$ cat src/rtl/stream_sel_mux.sv
// Registered N-to-1 valid/ready stream selector with fixed-select and round-robin modes.
// Define STREAM_MUX_BURST_EN to let a round-robin channel keep priority for up to BURST beats.
module stream_sel_mux #(
    parameter int unsigned W     = 4,
    parameter int unsigned N     = 4,
    parameter int unsigned SW    = $clog2(N),
    parameter int unsigned BURST = 4
) (
    input  logic                clk,
    input  logic                reset_n,
    input  logic                mode,
    input  logic [SW-1:0]       sel,
    input  logic [N-1:0][W-1:0] in_data,
    input  logic [N-1:0]        in_valid,
    output logic [N-1:0]        in_ready,
    output logic [W-1:0]        out_data,
    output logic [SW-1:0]       out_ch,
    output logic                out_valid,
    input  logic                out_ready
);

    if (W < 1 || N < 2 || BURST < 1) begin : g_param_check
        $error("stream_sel_mux: invalid parameter set");
    end

    logic [W-1:0]  out_data_q, out_data_d;
    logic [SW-1:0] out_ch_q, out_ch_d;
    logic          out_valid_q, out_valid_d;
    logic [SW-1:0] ptr_q, ptr_d;

    logic          load_en;
    logic          grant_valid;
    logic          xfer;
    logic [SW-1:0] grant;
    logic [SW-1:0] grant_inc;
    logic [SW-1:0] rr_grant;
    logic          rr_found;
    logic [SW-1:0] rr_idx;

    assign load_en = !out_valid_q || out_ready;

    // Round-robin search ptr, ptr+1, ... wrapping at N (N need not be a power of 2).
    always_comb begin
        rr_found = 1'b0;
        rr_grant = '0;
        rr_idx   = '0;
        for (int unsigned i = 0; i < N; i++) begin
            rr_idx = (32'(ptr_q) + i >= N) ? SW'(32'(ptr_q) + i - N) : SW'(32'(ptr_q) + i);
            if (!rr_found && in_valid[rr_idx]) begin
                rr_found = 1'b1;
                rr_grant = rr_idx;
            end
        end
    end

    always_comb begin
        grant       = '0;
        grant_valid = 1'b0;
        if (mode) begin
            grant       = rr_grant;
            grant_valid = rr_found;
        end else if (32'(sel) < N) begin
            grant       = sel;
            grant_valid = in_valid[sel];
        end
    end

    assign xfer      = reset_n && load_en && grant_valid;
    assign grant_inc = (32'(grant) + 1 >= N) ? '0 : grant + 1'b1;

    always_comb begin
        in_ready = '0;
        if (xfer) begin
            in_ready[grant] = 1'b1;
        end
    end

    always_comb begin
        out_data_d  = out_data_q;
        out_ch_d    = out_ch_q;
        out_valid_d = out_valid_q;
        if (load_en) begin
            out_valid_d = xfer;
            if (xfer) begin
                out_data_d = in_data[grant];
                out_ch_d   = grant;
            end
        end
    end

`ifdef STREAM_MUX_BURST_EN
    localparam int unsigned CW = $clog2(BURST + 1);

    logic [CW-1:0] cnt_q, cnt_d;

    // A repeat grant of the pointer channel extends its burst; any other grant starts a new one.
    always_comb begin
        ptr_d = ptr_q;
        cnt_d = cnt_q;
        if (xfer) begin
            if (!mode || BURST == 1) begin
                ptr_d = grant_inc;
                cnt_d = '0;
            end else if (grant == ptr_q) begin
                if (32'(cnt_q) + 1 == BURST) begin
                    ptr_d = grant_inc;
                    cnt_d = '0;
                end else begin
                    cnt_d = cnt_q + 1'b1;
                end
            end else begin
                ptr_d = grant;
                cnt_d = CW'(1);
            end
        end
    end

    always_ff @(posedge clk) begin
        if (!reset_n) begin
            cnt_q <= '0;
        end else begin
            cnt_q <= cnt_d;
        end
    end
`else
    always_comb begin
        ptr_d = ptr_q;
        if (xfer) begin
            ptr_d = grant_inc;
        end
    end
`endif

    always_ff @(posedge clk) begin
        if (!reset_n) begin
            out_data_q  <= '0;
            out_ch_q    <= '0;
            out_valid_q <= 1'b0;
            ptr_q       <= '0;
        end else begin
            out_data_q  <= out_data_d;
            out_ch_q    <= out_ch_d;
            out_valid_q <= out_valid_d;
            ptr_q       <= ptr_d;
        end
    end

    assign out_data  = out_data_q;
    assign out_ch    = out_ch_q;
    assign out_valid = out_valid_q;

endmodule

$ cat config.mk
export PLATFORM = sky130hd
export DESIGN_NAME = stream_sel_mux
export DESIGN_NICKNAME = d
export VERILOG_FILES = /design/src/rtl/stream_sel_mux.sv
export SDC_FILE = /design/constraint.sdc
export NUM_CORES = 1
export LEC_CHECK = 0
export CORE_ASPECT_RATIO = 1.25
export CORE_MARGIN = 3
export CORE_UTILIZATION = 37
export DETAILED_ROUTE_END_ITERATION = 8
export GPL_TIMING_DRIVEN = 0
export MAX_ROUTING_LAYER = met4
export PLACE_DENSITY = 0.81
export SLEW_MARGIN = 20
export SYNTH_ARGS = -nofsm -noshare
export SYNTH_HDL_FRONTEND = slang
export SYNTH_SLANG_ARGS = --single-unit
$ cat constraint.sdc
create_clock -name clk -period 3.19 [get_ports clk]
set_clock_uncertainty 0.2 [all_clocks]
set_input_delay 0.7975 -clock clk [delete_from_list [all_inputs] [get_ports clk]]
set_output_delay 0.7975 -clock clk [all_outputs]
set_load 0.03 [all_outputs]
# Word-level counts from Yosys, hierarchy flattened

Cells that the tools add are included.

Add/sub/neg operators: 9
Multipliers: 0
Div/mod/pow operators: 0
Magnitude comparators: 12
Equal/unequal tests: 0
Shift-type cells: 0
Multiplexer cells: 30
Bitwise logic cells: 0
Reduce and logical (&&, ||, !) cells: 12

Operators by type and width:

| operator                                                               | number |
|---|---|
| 2-bit two-way mux                                                      | 10 |
| 2-bit by 3-bit < comparator with 1-bit output (second input constant)  | 6 |
| 3-bit >= comparator (second input constant)                            | 4 |
| 1-bit two-way mux                                                      | 11 |
| 1-bit binary-select mux with 2-bit select                              | 5 |
| 4-bit binary-select mux with 2-bit select                              | 1 |
| 4-bit two-way mux                                                      | 2 |
| 2-bit by 1-bit subtractor with 2-bit output (second input constant)    | 4 |
| 2-bit by 1-bit adder with 3-bit output (second input constant)         | 2 |
| 2-bit by 2-bit adder with 3-bit output (second input constant)         | 2 |
| 1-bit logical AND                                                      | 6 |
| 1-bit logical NOT                                                      | 4 |
| 2-bit by 3-bit >= comparator with 1-bit output (second input constant) | 1 |
| 2-bit by 1-bit adder with 2-bit output (second input constant)         | 1 |
| 1-bit demux with 2-bit select                                          | 1 |
| 2-bit by 1-bit >= comparator with 1-bit output (second input constant) | 1 |
| 2-bit AND reduction                                                    | 1 |
| 1-bit logical OR                                                       | 1 |

Bits in registers: 9
Bits in latches: 0
RAM bits: 0
ROM bits: 0
Input port bits: 26
Memories: 0

# Depth between registers and ports, before layout

Gate-level depths: netlist of the first run.

Depth in word-level cells: 20
Mapped depth: 9
Depth with buffers taken out: 8

# Least setup slack after synthesis of the first run

Ideal clock, no wire load.

Path kind: input-to-output
Start point: input port in_valid[1]
End point: output port in_ready[2]
Data arrival time: 2.315 ns
Slack: -0.122 ns
Stages on the path: 7
Path buffers: 1
Cell sequence: a21boi_0 a211oi_1 o221ai_2 nand2_2 buf_6 inv_1 nor3_1

Cells in the longest elaborated chain, start to end: 18
Elaborated cells on any way between the ends: 33

RTL lines:

| element                                                                                                                                      | RTL line | source |
|---|---|---|
| start, declared                                                                                                                              | 14       | `input logic [N-1:0] in_valid,` |
| 1-bit binary-select mux with 2-bit select                                                                                                    | 49       | `if (!rr_found && in_valid[rr_idx]) begin` |
| 1-bit two-way mux (not written as such)                                                                                                      | 49       |  |
| 1-bit two-way mux                                                                                                                            | 49       |  |
| 1-bit logical NOT                                                                                                                            | 49       |  |
| 1-bit logical AND                                                                                                                            | 49       |  |
| 1-bit two-way mux                                                                                                                            | 49       |  |
| 1-bit logical NOT                                                                                                                            | 49       |  |
| 1-bit logical AND                                                                                                                            | 49       |  |
| (+2 left out)                                                                                                                                | --       |  |
| 1-bit logical AND                                                                                                                            | 49       |  |
| 2-bit two-way mux                                                                                                                            | 49       |  |
| 2-bit two-way mux                                                                                                                            | 59       | `if (mode) begin` |
| 2-bit by 3-bit < comparator with 1-bit output (not written as such) / 2-bit by 1-bit >= comparator with 1-bit output (equally long branches) | 74       | `in_ready[grant] = 1'b1;` |
| 1-bit logical AND (not written as such)                                                                                                      | 74       |  |
| 1-bit two-way mux (not written as such)                                                                                                      | 74       |  |
| 1-bit demux with 2-bit select                                                                                                                | 74       |  |
| 4-bit two-way mux *                                                                                                                          | 73       | `if (xfer) begin` |
| end, declared                                                                                                                                | 15       | `output logic [N-1:0] in_ready,` |

Mark *: on every way between the ends. The rest lies on a longest branch, timed or not. The select of a mux whose other input is x is not followed.

# Final worst setup path of the first run

Start point: input port in_valid[0]
End point: output port in_ready[2]

Same word-level chain as after synthesis.

==> impl_results.md, run 1 <==
* WP data required at 2.19 ns
* Die area at 2350 µm²
* HPWL after detailed placement at 1450 µm
* Hold slack at 0.254 ns
* Pins over their slew limit at 0
* VDD IR max at 0.262 mV
* CORE AREA at 1620 µm²
* DR WL/cell at 13.9 µm
* Setup crit end: in_ready[2]
* TritonCTS clock tree: yes
* Ys Warns at 0
* Initial drt markers at 13
* Grt ovf at 0
* Mapped Area at 666 µm²
* Most common cell after layout, fill and taps aside: clkdlybuf4s50_1
* Final Total Pwr at 0.449 mW
* Post-Route WL at 2050 µm
* Final ANT Viol Nets at 0
* Crit path DAT at 2.17 ns
* Clock sinks at 9
* Cell area power density at 382 nW/µm²
* Initial core utilization at 0.410
* Die H at 53.4 µm
* Layout cells sized above 1 at 0.377
* Hold Path Class: reg -> reg
* Initial antenna violation count at 0
* Final core occ at 0.725
* Placed instance count at 135
* Hold path depth at 2
* Post-Syn Nets at 109
* Worst R2R Path Depth at 8
* Clk buf depth at 2
* Clk root buf: clkbuf_4
* Slew HR at 0.791
* Clock period minus worst slack at 3.17 ns
* Slew @ Worst Pin at 0.312 ns
* Status: complete, no violations
* Crit start category: primary input
* Cells after Synth at 82
* Inserted Diodes at 0
* DRC viols at 0
* First-pass DRT Iterations at 4
* All-Layer GR Usage at 0.194
* Gpl congestion at 0.759
* Worst Setup End Kind: output pin
* Post-Layout Cell Count at 148
* Worst R2R Start: ptr_q[1]
* R2r endpoint: out_data[0]
* Largest net degree at the start of global routing at 10
* Worst setup path start: in_valid[0]
* Final setup vio count at 0
* RSZ-0062 raised after global routing: yes
* Worst-Skew Late Latency at 0.27 ns
* Critical Path Fanout Max at 7
* Vias at 803
* Max-Cap Viols at 0
* Syn Area/Cell at 8.12 µm²
* Fin. Hold Viols at 0
* Fmax at 0.316 GHz
* Die X at 43.9 µm
* Vias in the first global route at 823
* Number of H-tree levels at 1
* Io pins at 37
* # nets final at 158
* Layout area overhead at 76.5%
* Post-synthesis sequential area ratio at 0.271
* Vias per Instance at 5.43
* Final worst-path cycle share at 0.993
* Count of cell types in the netlist at 31
* Number of core rows at 16
* First-pass GRT wire length at 3280 µm
* Post-CTS Hold Buffers at 0
* R2R Setup Slk at 1.22 ns
* Num CTS Buffers at 3
* CP Class: in -> out
* Register bit total from synthesis at 9
* Setup TNS at 0 ns
* Commonest non-fill, non-tap cells in the layout: clkdlybuf4s50_1 (24), buf_4 (15), dfxtp_1 (9)
* # port buffers at 35
* Leak at 0.516 nW
* Worst-path clk slew at 0.06 ns
## flip-flops by register name, indices dropped and copies added (netlist names)
| name | count |
|---|---|
| out_ch | 2 |
| out_valid | 1 |
| ptr_q | 2 |
| out_data | 4 |
## per-stage QoR
| step | instance area, µm² | setup WS [ns] |
|---|---|---|
| finish | 1170 | 0.0218 |
| global route | 1170 | -0.0221 |
| CTS | 1150 | -0.0162 |
| detailed placement | 1050 | -1.19 |
| global placement | 1050 | -1.09 |
| floorplan | 673 | 0.103 |
## final cells by class
class                           count  area, µm²
Buffer                              3       27.5
Clock buffer                        4       26.3
Fill cell                         129        447
Inverter                            6       25.0
Multi-Input combinational cell     63        500
Sequential cell                     9        180
Tap cell                           18       22.5
Timing Repair Buffer               45        393
## power by group
group / internal [mW] / switching [mW] / leakage [nW]
logic: 0.112 / 0.106 / 0.426
clock network: 0.0485 / 0.0436 / 0.0150
registers: 0.128 / 0.0104 / 0.0747
## cell families after synthesis
logic type / Yosys count / synth area share
muxes: 2 / 0.0489
adders and majority gates: 1 / 0.0188
and+or+nand+nor: 36 / 0.316
DFF: 9 / 0.271
buffers and inverters: 10 / 0.0752
AOI/OAI and AO/OA: 24 / 0.271
## critical path, stage by stage
cell,delay (ns)
buf_2,0.15
a21oi_2,0.13
o21ai_0,0.08
and3b_1,0.19
a211o_4,0.30
buf_4,0.15
nor3_2,0.19
buf_4,0.19
## layer usage
layer  global-route usage  up-vias  wire, µm
met3               0.0306        3       115
met2                0.379       33      1080
li1                     -      399         -
met4               0.0905        0        36
met1                0.180      368       821
met5                    -        -         0
## synth_stat cells, drive strengths merged
cell type	number	area [µm²]
nor3b	1	7.51
o2111ai	1	15.0
a21boi	1	7.51
clkbuf	1	3.75
and2	1	6.26
nand2	4	17.5
nand3	5	25.0
o21ai	3	15.0
ha	1	12.5
or2b	1	7.51
nor4	1	6.26
mux4	1	22.5
and3b	2	17.5
and3	9	63.8
nor2	6	22.5
o221ai	1	15.0
a211oi	9	67.6
or2	2	12.5
a211o	1	10.0
buf	3	23.8
mux2i	1	10.0
nand2b	3	18.8
inv	6	22.5
o31ai	4	30.0
nor3	1	5.00
a21oi	4	20.0
dfxtp	9	180
## timing repair
action / 4_1_cts / 5_1_grt
setup buffers: 9 / 1
endpoints found under the hold margin: 0 / 0
pin swaps: 5 / 5
resized for setup: 55 / 13
setup endpoints to repair: 4 / 4
## worst min-delay path by stage
stage / slack, ns / from / to
global placement: 0.25 / out_ch[0] / out_ch[0]
finish: 0.25 / out_ch[0] / out_ch[0]
detailed placement: 0.25 / out_ch[0] / out_ch[0]
floorplan: 0.35 / ptr_q[1] / ptr_q[1]
global route: 0.30 / out_ch[0] / out_ch[0]
CTS: 0.26 / out_ch[0] / out_ch[0]
(Power assumes the default switching activity.)
==> inputs of run 2 (changes only) <==
==> constraint.sdc (replaced) <==
create_clock -name clk -period 3.53 [get_ports clk]
set_clock_uncertainty 0.2 [all_clocks]
set_input_delay 0.8825 -clock clk [delete_from_list [all_inputs] [get_ports clk]]
set_output_delay 0.8825 -clock clk [all_outputs]
set_load 0.03 [all_outputs]
==> run 2 against run 1 <==
Compared with the run above: count of clock-buffer cells in the layout unchanged; critical endpoint is now in_ready[3]; cell count decreased by 2.0%; design area decreased by 3.2%; worst hold slack improved by 0.0020 ns; critical path type unchanged; critical path depth unchanged; first-iteration DRC count decreased by 38%.
==> impl_results.md, run 2 (synthesis gave the netlist of run 1 again) <==
* Commonest non-fill, non-tap cells in the layout: clkdlybuf4s50_1 (25), buf_4 (11), dfxtp_1 (9)
* CORE AREA at 1620 µm² (unchanged)
* Layout cells sized above 1 at 0.331 (-0.0462)
* Hold Path Class: reg -> reg
* Number of H-tree levels at 1 (unchanged)
* Vias in the first global route at 831 (+0.97%)
* Slew HR at 0.782 (-0.00913)
* TritonCTS clock tree: yes
* Critical Path Fanout Max at 7 (unchanged)
* Worst stage delay on the critical path at 0.34 ns (+0.04 ns)
* Initial core utilization at 0.410 (unchanged)
* Fin. Hold Viols at 0 (unchanged)
* HPWL after detailed placement at 1430 µm (-1.2%)
* # port buffers at 35 (unchanged)
* Worst R2R Path Depth at 8 (unchanged)
* CP cell instances: dlygate4sd2_1 > and3b_1 > a211o_4 > inv_4 > ha_1 > inv_1 > nor2_1 > buf_4
* Grt ovf at 0 (unchanged)
* Placed cell areas at 1040 µm² (-0.72%)
* WP depth at 8 (unchanged)
* Most common cell after layout, fill and taps aside: clkdlybuf4s50_1
* Leak at 0.494 nW (-4.2%)
* Hold path depth at 2 (unchanged)
* Number of core rows at 16 (unchanged)
* Crit start category: primary input
* Post-Route WL at 1890 µm (-8.0%)
* Max reg flops at 4 (unchanged)
* VDD IR max at 0.225 mV (-14%)
* Die X at 43.9 µm (unchanged)
* Die area at 2350 µm² (unchanged)
* Initial drt markers at 8 (-5)
* CP delay by family, top: buffers and inverters
* Status: complete, no violations
* Fmax at 0.293 GHz
* Post-CTS Hold Buffers at 0 (unchanged)
* Clock sinks at 9 (unchanged)
* WP data required at 2.45 ns (+0.26 ns)
* Max-Cap Viols at 0 (unchanged)
* Design Area, Final at 1140 µm² (-3.2%)
* Clk root buf: clkbuf_4
* Final worst-path cycle share at 0.968
* Initial antenna violation count at 0 (unchanged)
* Final core occ at 0.701 (-0.0231)
* Slew @ Worst Pin at 0.327 ns (+0.0147 ns)
* Inserted Diodes at 0 (unchanged)
* Pins over their slew limit at 0 (unchanged)
* Fillers at 142 (+10%)
* Clock period minus worst slack at 3.42 ns
* Largest net degree at the start of global routing at 11 (+1)
* Final ANT Viol Nets at 0 (unchanged)
* Num CTS Buffers at 3 (unchanged)
* DRC viols at 0 (unchanged)
* Worst-path clk slew at 0.06 ns (about the same)
* Worst Setup End Kind: output pin
* Clk buf depth at 2 (unchanged)
* Worst-Skew Late Latency at 0.25 ns (-0.02 ns)
* All-Layer GR Usage at 0.182 (-0.0124)
* # nets final at 155 (-1.9%)
* Final setup vio count at 0 (unchanged)
* Gpl congestion at 0.759 (about the same)
* First-pass DRT Iterations at 5 (+1)
* Io pins at 37 (unchanged)
* Vias per Instance at 5.46 (+0.54%)
* DR WL/cell at 13.0 µm (-6.1%)
* Die H at 53.4 µm (unchanged)
* Vias at 791 (-1.5%)
* CP max-delay cell: a211o_4
* CP Class: in -> out
* Buf+Inv Stages, Crit Path at 4 (+1)
* Layout area overhead at 70.9%
* Cell area power density at 342 nW/µm² (-10%)
* First-pass GRT wire length at 3170 µm (-3.1%)
* Hold slack at 0.256 ns (+0.00196 ns)
* Crit path DAT at 2.33 ns (+0.16 ns)
## run 2: cell types whose count changed in the layout (fill, tap and decap cells not counted), sizes merged
cell	delta
buf	-5
clkdlybuf4s50	+1
dlygate4sd2	+1
## run 2: worst paths after layout
kind	start	end	slack, ns
worst max-delay path	mode	in_ready[3]	0.11
worst min register to register	out_ch[0]	out_ch[0]	0.26
worst min-delay path	out_ch[0]	out_ch[0]	0.26
worst max register to register	ptr_q[1]	out_data[0]	1.45
## run 2: where the power goes
| part | total [mW] | switching, mW | internal [mW] | leakage (nW) |
|---|---|---|---|---|
| clock network | 0.0779 | 0.0344 | 0.0435 | 0.0150 |
| logic | 0.186 | 0.0918 | 0.0947 | 0.405 |
| registers | 0.125 | 0.00911 | 0.116 | 0.0747 |
| total | 0.389 | 0.135 | 0.254 | 0.494 |
## run 2: metrics by stage
step	power, mW	TNS [ns]	std cells	setup WS (ns)
floorplan	0.221	0	82	0.0475
detailed placement	0.292	-3.26	135	-0.974
global placement	0.290	-3.17	135	-0.909
finish	0.389	0	145	0.113
global route	0.416	-0.00914	145	-0.00914
CTS	0.382	0	142	0.0148
## run 2: worst register-to-register path, cell delays in order (launching register included)
cell and delay (ns):
dfxtp_1 0.39, or2b_1 0.27, a21oi_2 0.15, o221ai_2 0.13, buf_4 0.16, buf_4 0.14, and3_2 0.19, a211oi_1 0.23
o31ai_1 0.11
## run 2: cell type report
type,instances,area [µm²],area share
Sequential cell,9,180,0.158
Inverter,6,25.0,0.0220
Clock buffer,4,26.3,0.0231
Timing Repair Buffer,43,382,0.336
Tap cell,18,22.5,0.0198
Multi-Input combinational cell,63,485,0.427
Buffer,2,16.3,0.0143
## run 2: metal layers
metal	GRT usage	wire, µm	vias up
met1	0.167	728	358
li1	-	-	395
met2	0.352	989	36
met4	0.0905	21	0
met3	0.0306	149	2
met5	-	0	-
## run 2: what timing repair did
item                                   4_1_cts  5_1_grt
setup endpoints to repair                    4        2
endpoints found under the hold margin        0        0
cloned                                       0        0
resized for setup                           46       11
setup buffers                                5        3
pin swaps                                    3        2
